[config.mk]
export PLATFORM = sky130hd
export DESIGN_NAME = serial_group_subtractor_flat
export DESIGN_NICKNAME = d
export VERILOG_FILES = /design/src/rtl/serial_group_subtractor_if.sv /design/src/rtl/serial_group_subtractor.sv /design/src/flat_wrapper.sv
export SDC_FILE = /design/constraint.sdc
export NUM_CORES = 1
export LEC_CHECK = 0
export ABC_CLOCK_PERIOD_IN_PS = 4750
export CAP_MARGIN = 0
export CORE_MARGIN = 3
export CORE_UTILIZATION = 25
export DETAILED_ROUTE_END_ITERATION = 12
export GPL_ROUTABILITY_DRIVEN = 1
export HOLD_SLACK_MARGIN = 0.15
export PLACE_DENSITY_LB_ADDON = 0.12
export SYNTH_ARGS = -nofsm -noshare
export SYNTH_HDL_FRONTEND = slang
export SYNTH_SLANG_ARGS = --single-unit
[constraint.sdc]
create_clock -name clk -period 4.75 [get_ports clk]
set_input_delay 0.7125 -clock clk [delete_from_list [all_inputs] [get_ports clk]]
set_output_delay 0.7125 -clock clk [all_outputs]
set_load 0.01 [all_outputs]
[src/rtl/serial_group_subtractor_if.sv]
// Operand/result handshake bundle for serial_group_subtractor.
// Defining SUB_OVERFLOW_EN adds the signed overflow flag ovf.
interface serial_group_subtractor_if #(
  parameter int WIDTH = 32
);
  logic             in_valid;
  logic             in_ready;
  logic [WIDTH-1:0] a;
  logic [WIDTH-1:0] b;
  logic             out_valid;
  logic             out_ready;
  logic [WIDTH-1:0] diff;
  logic             borrow;
`ifdef SUB_OVERFLOW_EN
  logic             ovf;

  modport master (
    output in_valid, a, b, out_ready,
    input  in_ready, out_valid, diff, borrow, ovf
  );

  modport slave (
    input  in_valid, a, b, out_ready,
    output in_ready, out_valid, diff, borrow, ovf
  );
`else
  modport master (
    output in_valid, a, b, out_ready,
    input  in_ready, out_valid, diff, borrow
  );

  modport slave (
    input  in_valid, a, b, out_ready,
    output in_ready, out_valid, diff, borrow
  );
`endif
endinterface

[src/rtl/serial_group_subtractor.sv]
// Multi-cycle A - B, one GROUP-bit carry-lookahead slice per clock.
// Define SUB_OVERFLOW_EN to add the signed overflow output ovf.
module serial_group_subtractor #(
  parameter int WIDTH = 32,
  parameter int GROUP = 4
) (
  input logic                      clk,
  input logic                      rst,
  serial_group_subtractor_if.slave bus
);

  localparam int NSLICE = WIDTH / GROUP;
  localparam int CNT_W  = (NSLICE > 1) ? $clog2(NSLICE) : 1;
  localparam logic [CNT_W-1:0] LAST_SLICE = CNT_W'(NSLICE - 1);

  typedef enum logic [1:0] {
    IDLE = 2'd0,
    CALC = 2'd1,
    DONE = 2'd2
  } state_t;

  state_t           state_q, state_d;
  logic [WIDTH-1:0] opA_q, opA_d;
  logic [WIDTH-1:0] opBInv_q, opBInv_d;
  logic [WIDTH-1:0] accum_q, accum_d;
  logic [WIDTH-1:0] diff_q, diff_d;
  logic             carry_q, carry_d;
  logic             borrow_q, borrow_d;
  logic [CNT_W-1:0] sliceCnt_q, sliceCnt_d;
`ifdef SUB_OVERFLOW_EN
  logic             ovf_q, ovf_d;
`endif

  int unsigned      sliceBase;
  logic [GROUP-1:0] sliceA, sliceB, gen, prop, sliceSum;
  logic [GROUP:0]   c;

  // Lookahead slice: c[0] is the carry chained from the previous slice.
  always_comb begin
    sliceBase = 32'(sliceCnt_q) * 32'(GROUP);
    sliceA    = opA_q[sliceBase +: GROUP];
    sliceB    = opBInv_q[sliceBase +: GROUP];
    gen       = sliceA & sliceB;
    prop      = sliceA ^ sliceB;
    c         = '0;
    c[0]      = carry_q;
    for (int i = 0; i < GROUP; i++) begin
      c[i+1] = gen[i] | (prop[i] & c[i]);
    end
    sliceSum = prop ^ c[GROUP-1:0];
  end

  always_comb begin
    state_d    = state_q;
    opA_d      = opA_q;
    opBInv_d   = opBInv_q;
    accum_d    = accum_q;
    diff_d     = diff_q;
    carry_d    = carry_q;
    borrow_d   = borrow_q;
    sliceCnt_d = sliceCnt_q;
`ifdef SUB_OVERFLOW_EN
    ovf_d      = ovf_q;
`endif
    unique case (state_q)
      IDLE: begin
        if (bus.in_valid) begin
          opA_d      = bus.a;
          opBInv_d   = ~bus.b;
          carry_d    = 1'b1;
          sliceCnt_d = '0;
          state_d    = CALC;
        end
      end
      CALC: begin
        accum_d[sliceBase +: GROUP] = sliceSum;
        carry_d    = c[GROUP];
        sliceCnt_d = sliceCnt_q + 1'b1;
        // The visible result only changes here, so it stays put during CALC.
        if (sliceCnt_q == LAST_SLICE) begin
          diff_d   = accum_d;
          borrow_d = ~c[GROUP];
`ifdef SUB_OVERFLOW_EN
          ovf_d    = c[GROUP] ^ c[GROUP-1];
`endif
          state_d  = DONE;
        end
      end
      DONE: begin
        if (bus.out_ready) begin
          state_d = IDLE;
        end
      end
      default: state_d = IDLE;
    endcase
  end

  always_ff @(posedge clk) begin
    if (rst) begin
      state_q    <= IDLE;
      opA_q      <= '0;
      opBInv_q   <= '0;
      accum_q    <= '0;
      diff_q     <= '0;
      carry_q    <= 1'b0;
      borrow_q   <= 1'b0;
      sliceCnt_q <= '0;
`ifdef SUB_OVERFLOW_EN
      ovf_q      <= 1'b0;
`endif
    end else begin
      state_q    <= state_d;
      opA_q      <= opA_d;
      opBInv_q   <= opBInv_d;
      accum_q    <= accum_d;
      diff_q     <= diff_d;
      carry_q    <= carry_d;
      borrow_q   <= borrow_d;
      sliceCnt_q <= sliceCnt_d;
`ifdef SUB_OVERFLOW_EN
      ovf_q      <= ovf_d;
`endif
    end
  end

  assign bus.in_ready  = (state_q == IDLE);
  assign bus.out_valid = (state_q == DONE);
  assign bus.diff      = diff_q;
  assign bus.borrow    = borrow_q;
`ifdef SUB_OVERFLOW_EN
  assign bus.ovf       = ovf_q;
`endif

endmodule

[src/flat_wrapper.sv]
// flat-port wrapper written by rule: the top's interface ports become plain ports
module serial_group_subtractor_flat 
#(
  parameter int WIDTH = 32,
  parameter int GROUP = 4
)
  (clk, rst, bus_in_valid, bus_a, bus_b, bus_out_ready, bus_in_ready, bus_out_valid, bus_diff, bus_borrow);
  serial_group_subtractor_if #(.WIDTH(WIDTH)) bus_i ();
  input logic clk;
  input logic rst;
  input wire logic [$bits(bus_i.in_valid)-1:0] bus_in_valid;
  input wire logic [$bits(bus_i.a)-1:0] bus_a;
  input wire logic [$bits(bus_i.b)-1:0] bus_b;
  input wire logic [$bits(bus_i.out_ready)-1:0] bus_out_ready;
  output wire logic [$bits(bus_i.in_ready)-1:0] bus_in_ready;
  output wire logic [$bits(bus_i.out_valid)-1:0] bus_out_valid;
  output wire logic [$bits(bus_i.diff)-1:0] bus_diff;
  output wire logic [$bits(bus_i.borrow)-1:0] bus_borrow;
  assign bus_i.in_valid = bus_in_valid;
  assign bus_i.a = bus_a;
  assign bus_i.b = bus_b;
  assign bus_i.out_ready = bus_out_ready;
  assign bus_in_ready = bus_i.in_ready;
  assign bus_out_valid = bus_i.out_valid;
  assign bus_diff = bus_i.diff;
  assign bus_borrow = bus_i.borrow;
  serial_group_subtractor #(.WIDTH(WIDTH), .GROUP(GROUP)) u_core (.clk(clk), .rst(rst), .bus(bus_i));
endmodule
# After elaboration in Yosys (flattened, before gate mapping)

Cells that the tools add are included.

Add/subtract/negate cells: 2
Multiply operators: 0
Div/mod/pow operators: 0
$lt $le $gt $ge: 0
Equality and inequality tests: 6
Shift-type cells: 4
Muxes and demuxes: 9
Bitwise logic cells: 13
Reductions and logical operators: 6

Operators with widths:

| operator                                              | number |
|---|---|
| indexed part select 32 x 6 -> 4 bit                   | 2 |
| negation 5 -> 34 bit                                  | 1 |
| variable shift 4 x 34 -> 32 bit, first input constant | 1 |
| indexed part select 4 x 34 -> 32 bit                  | 1 |
| bitwise mux 32 bit                                    | 1 |
| NOT 32 bit                                            | 1 |
| bitwise XOR 4 bit                                     | 2 |
| two-way mux 2 bit                                     | 3 |
| one-hot mux 2 bit (3 select lines)                    | 1 |
| one-hot mux 3 bit (2 select lines)                    | 1 |
| AND reduction 2 bit                                   | 3 |
| AND 1 bit                                             | 4 |
| AND 4 bit                                             | 1 |
| inequality test 2 bit, second input constant          | 2 |
| bitwise OR 1 bit                                      | 4 |
| adder 3 x 1 -> 3 bit, second input constant           | 1 |
| == test 3 bit, second input constant                  | 1 |
| two-way mux 3 bit                                     | 1 |
| AND reduction 3 bit                                   | 1 |
| == test 2 x 1 -> 1 bit, second input constant         | 1 |
| == test 2 bit, second input constant                  | 1 |
| logical NOT 2 bit                                     | 1 |
| inequality test 2 x 1 -> 1 bit, second input constant | 1 |
| one-hot mux 1 bit (2 select lines)                    | 1 |
| other kinds (3)                                       | 3 |

Flip-flop bits (word level): 135
Latch bits: 0
Memory bits (writable): 0
ROM bits: 0
Bits of input ports: 68
Output and inout port bits: 35
Logic and storage cells: 48
Memories: 0

# Depth between registers and ports, before layout

Word-level depth: 11
Depth in mapped cells: 12
Gate-level depth less buffers: 11

# Worst setup path after synthesis

OpenSTA, ideal clock, no wires.

Path kind: reg2reg
Start: reg u_core.sliceCnt_q[1]
End: reg u_core.diff_q[31], in the netlist u_core.bus.diff[31]
Setup time: 0.074 ns
Arrival time: 3.241 ns
Required time: 4.676 ns
Path slack: 1.435 ns
Cell stages (with the launch flop): 11
Buffers on the path: 2
Period minus slack after synthesis: 3.315 ns
Cells stage by stage: dfxtp_1 buf_2 buf_1 mux4_2 mux2i_1 fa_1 fa_1 fa_1 nor4b_1 nand3_1 a31oi_1

Word-level cells in the longest chain between the ends: 11
Elaborated cells on any way between the ends: 17
Those cells by class: 1 x add/sub; 1 x eq/ne; 4 x shift; 1 x mux; 9 x bitwise; 1 x reduce/logical

Ends and longest elaborated chain:

| what                                                          | RTL line                                                     | source |
|---|---|---|
| start, declared                                               | serial_group_subtractor.sv:29                                | `logic [CNT_W-1:0] sliceCnt_q, sliceCnt_d;` |
| start signal, assigned                                        | serial_group_subtractor.sv:119                               | `sliceCnt_q <= sliceCnt_d;` |
| indexed part select 32 x 6 -> 4 bit, on equally long branches | serial_group_subtractor.sv:41, serial_group_subtractor.sv:42 |  |
| bitwise XOR 4 bit                                             | serial_group_subtractor.sv:44                                | `prop = sliceA ^ sliceB;` |
| AND 1 bit                                                     | serial_group_subtractor.sv:48                                | `c[i+1] = gen[i] \| (prop[i] & c[i]);` |
| bitwise OR 1 bit                                              | serial_group_subtractor.sv:48                                |  |
| AND 1 bit                                                     | serial_group_subtractor.sv:48                                |  |
| bitwise OR 1 bit                                              | serial_group_subtractor.sv:48                                |  |
| AND 1 bit                                                     | serial_group_subtractor.sv:48                                |  |
| bitwise OR 1 bit                                              | serial_group_subtractor.sv:48                                |  |
| bitwise XOR 4 bit                                             | serial_group_subtractor.sv:50                                | `sliceSum = prop ^ c[GROUP-1:0];` |
| indexed part select 4 x 34 -> 32 bit                          | serial_group_subtractor.sv:76                                | `accum_d[sliceBase +: GROUP] = sliceSum;` |
| bitwise mux 32 bit                                            | serial_group_subtractor.sv:76                                |  |
| end signal, assigned                                          | serial_group_subtractor.sv:116                               | `diff_q <= diff_d;` |
| end, declared                                                 | serial_group_subtractor.sv:26                                | `logic [WIDTH-1:0] diff_q, diff_d;` |

Several ways; a longest one is shown, not always the timed one.
A chain may end at the register's enable or synchronous reset.

# Final worst setup path

Start: reg u_core.sliceCnt_q[0]
End: reg u_core.diff_q[27], in the netlist u_core.bus.diff[27]

The elaborated chain is that of the path after synthesis.

==> impl_metrics.toml <==
[route]
wl_met1_um = 8310
first_pass_iters = 4
wirelength_um = 17400
met2_length_um = 8220
met3_length_um = 638
postRouteAntennaNets = 0
dr_total_vias = 5063
detailed_route_drc_error_count = 0
top_layer_used = "met4"
drt_iter0_markers = 238
detail_route.wl_per_cell_um = 16.4
route.detailed.vias_per_inst = 4.76

[floorplan]
floorplan.rows = 56
die_height_um = 162
initial_core_util_pct = 25.7
floorplan.die_area_um2 = 26300
fp.coreArea_um2 = 23700
io_pins = 103
die_width_um = 162

[placed_design]
globalplace.congestion = 0.741
dp_worst_setup_slack_ns = 0.932
dp_hpwl_um = 11900
detailed_place.area_um2 = 7290
portBuffers = 102

[grt]
grt_start_max_net_pins = 98
antenna_found_initial = 0
first_global_vias = 5064
gr_overflow_total = 0
grt_use_total_pct = 13.5
global_route_wire_length_before_repair_um = 27800

[critical_path]
worstPathMaxFanout = 31
setup.worst_path.start_class = "register"
worstPathRequired_ns = 5.09
cp-end-kind = "register"
rr_worst_depth = 9
setup.worst_path.class = "register to register"
timing.critical_path.arrival_ns = 4.16

[outcome]
status = "finished clean"

[synth]
syn-cell-area_um2 = 6090
synth-adder-area-share_pct = 2.75
yosys-mux-area-fraction_pct = 13.3
syn_avg_cell_area_um2 = 9.14
synth_cells = 666
seq_cells_post_synth = 135
synth.lib_cells_used.distinct = 45
synth_simple_gate_area_share_pct = 18.9
syn-num-nets = 745
synth-compound-area-share_pct = 15.6
dominant_combinational_cell_family_by_area_after_synthesis = "simple AND/OR/NAND/NOR gates"
area_share_of_xor_xnor_cells_in_the_synthesized_design_pct = 0
synth_largest_type_area_fraction_pct = 44.4
sequential_share_of_the_synthesized_area_pct = 44.4
netlist_top_cells_area = "sky130_fd_sc_hd__dfxtp_1, sky130_fd_sc_hd__mux2i_1, sky130_fd_sc_hd__nand2_1"
synth-warning-count = 0
synth.largest_area_cell = "sky130_fd_sc_hd__dfxtp_1"

[sta]
setup_repair_after_global_routing_missed_its_margin = "false"
timing_max_transition_violations_final = 0
finalClockSkew_ns = 0.0165
fmax_ghz = 0.261
hold_violations = 0
final.period_utilization_pct = 80.5
worst_slew_pin_tran_ns = 0.990
layout_min_cycle_time_ns = 3.82
setup_violations = 0
fin_setup_tns_ns = 0
slew_headroom_pct = 33.8
finalWorstSetupSlack_ns = 0.926

[cts]
cts_repair_resize_count = 0
number_of_buffers_inserted_for_hold_repair_after_clock_tree_synthesis = 0
cts.reportedPaths.clkPinSlew_ns = 0.06
cts-root-buf = "sky130_fd_sc_hd__clkbuf_16"
cts_tree = "done"
cts-buffers-inserted = 17
cts_setup_buffers = 0
h-tree-depth = 4
numClockSinks = 135
worst_skew_pair.late_latency_ns = 0.42
clock_tree.buffer_depth = 2

[final_layout]
num-nets-final = 810
antenna_cells_inserted = 0
area_growth_syn_to_layout_pct = 29.3
drive_above_1_share_pct = 9.81
fillerInstances = 2521
fin_area_um2 = 7880

[flow_run]
number_of_maximum_capacitance_constraint_violations = 0

[power]
power.static_leakage_nw = 2.68
power_density_normalized_to_cell_area_nw_per_um2 = 364
vdd_drop_max_uv = 218

[min_path]
whs_path_depth = 2
timing.hold.worst.class = "register to register"
-- cells in the mapped netlist, drive strengths merged --
cell / n
dfxtp: 135
nand2: 110
a21oi: 50
mux2i: 45
nor2: 39
o21ai: 38
a211oi: 37
clkbuf: 34
buf: 29
nand3: 29
a31oi: 16
mux4: 16
nor3: 8
ha: 7
inv: 7
nand2b: 7
nand4: 7
nor2b: 7
nor4b: 7
and2: 4
and4bb: 4
fa: 4
o311ai: 4
nor3b: 3
o311a: 3
a311oi: 2
a31o: 2
o2111ai: 2
or3b: 2
and3b: 1
and4b: 1
nand3b: 1
nor4bb: 1
o21a: 1
o31ai: 1
or2: 1
or3: 1
-- metal layers --
metal | vias to the layer above | track usage (%)
li1 | 2512 | -
met3 | 15 | 2.86
met4 | 0 | 4.50
met1 | 2416 | 18.4
met5 | - | 0
met2 | 120 | 21.3
-- critical path, cell delays in order (launching register included) --
cell and delay (ns):
sky130_fd_sc_hd__dfxtp_2 0.69, sky130_fd_sc_hd__buf_4 0.45, sky130_fd_sc_hd__mux4_2 0.30, sky130_fd_sc_hd__mux2i_1 0.10, sky130_fd_sc_hd__fa_1 0.44, sky130_fd_sc_hd__fa_1 0.38, sky130_fd_sc_hd__fa_1 0.61, sky130_fd_sc_hd__nor4b_1 0.45
sky130_fd_sc_hd__nand3_1 0.12, sky130_fd_sc_hd__a31oi_1 0.19
-- layout by cell type (no fill, tap or decap), types with 3 or more instances in the layout --
master	n
sky130_fd_sc_hd__nand2_1	110
sky130_fd_sc_hd__and2_1	4
sky130_fd_sc_hd__buf_4	7
sky130_fd_sc_hd__and4bb_2	4
sky130_fd_sc_hd__o311a_1	3
sky130_fd_sc_hd__fa_1	4
sky130_fd_sc_hd__o21ai_0	38
sky130_fd_sc_hd__inv_1	5
sky130_fd_sc_hd__nor2b_1	7
sky130_fd_sc_hd__inv_6	4
sky130_fd_sc_hd__nand4_1	7
sky130_fd_sc_hd__mux4_2	16
sky130_fd_sc_hd__clkbuf_16	17
sky130_fd_sc_hd__clkinvlp_4	4
sky130_fd_sc_hd__nor3_1	4
sky130_fd_sc_hd__mux2i_1	45
sky130_fd_sc_hd__nor4b_1	6
sky130_fd_sc_hd__nor3_2	3
sky130_fd_sc_hd__nand2b_1	7
sky130_fd_sc_hd__dfxtp_1	134
sky130_fd_sc_hd__ha_1	7
sky130_fd_sc_hd__nand3_1	29
sky130_fd_sc_hd__clkdlybuf4s50_1	101
sky130_fd_sc_hd__nor2_1	39
sky130_fd_sc_hd__a21oi_1	50
sky130_fd_sc_hd__o311ai_0	4
sky130_fd_sc_hd__a211oi_1	37
sky130_fd_sc_hd__a31oi_1	16
-- stage by stage --
| step | hold slack, ns | std cells | power, mW | util, % |
|---|---|---|---|---|
| 2_1_floorplan | 0.431 | 666 | 1.44 | - |
| 5_1_grt | 0.474 | 1063 | 3.01 | 33.3 |
| 3_3_place_gp | 0.440 | 1031 | 1.57 | 30.8 |
| 3_5_place_dp | 0.448 | 1031 | 1.58 | 30.8 |
| 6_report | 0.455 | 1063 | 2.87 | 33.3 |
| 4_1_cts | 0.457 | 1063 | 2.92 | 33.3 |
-- cell families after synthesis --
kind of cell / count (synthesis)
flops: 135
buf+inv: 70
fa+ha+maj: 11
simple gates: 233
mux: 61
compound gates: 156
-- sequential cells by signal (all words and copies together) (netlist names) --
name / flops
u_core.opBInv_q: 32
u_core.sliceCnt_q: 3
u_core.bus.borrow: 1
u_core.carry_q: 1
u_core.state_q: 2
u_core.opA_q: 32
u_core.accum_q: 32
u_core.bus.diff: 32
-- worst paths after layout --
check | startpoint | to | slack (ns)
worst max-delay path | u_core.sliceCnt_q[0] | u_core.bus.diff[27] | 0.93
worst min-delay path | u_core.opA_q[21] | u_core.opA_q[21] | 0.46
worst max register to register | u_core.sliceCnt_q[0] | u_core.bus.diff[27] | 0.93
worst min register to register | u_core.opA_q[21] | u_core.opA_q[21] | 0.46
-- final cells by class --
| class | instances | area (um2) | area share (%) |
|---|---|---|---|
| multi-input cells | 461 | 3090 | 39.2 |
| flip-flops and latches | 135 | 2700 | 34.3 |
| repair buffers | 109 | 1070 | 13.6 |
| clock buffers | 20 | 447 | 5.67 |
| well taps | 319 | 399 | 5.07 |
| clock inverters | 12 | 143 | 1.81 |
| inverters | 7 | 26.3 | 0.334 |
-- report_power, final --
group / internal (mW) / switching [mW]
sequential: 1.18 / 0.0301
combinational: 0.146 / 0.195
clock: 0.795 / 0.524
total: 2.12 / 0.748
(Power assumes the default switching activity.)
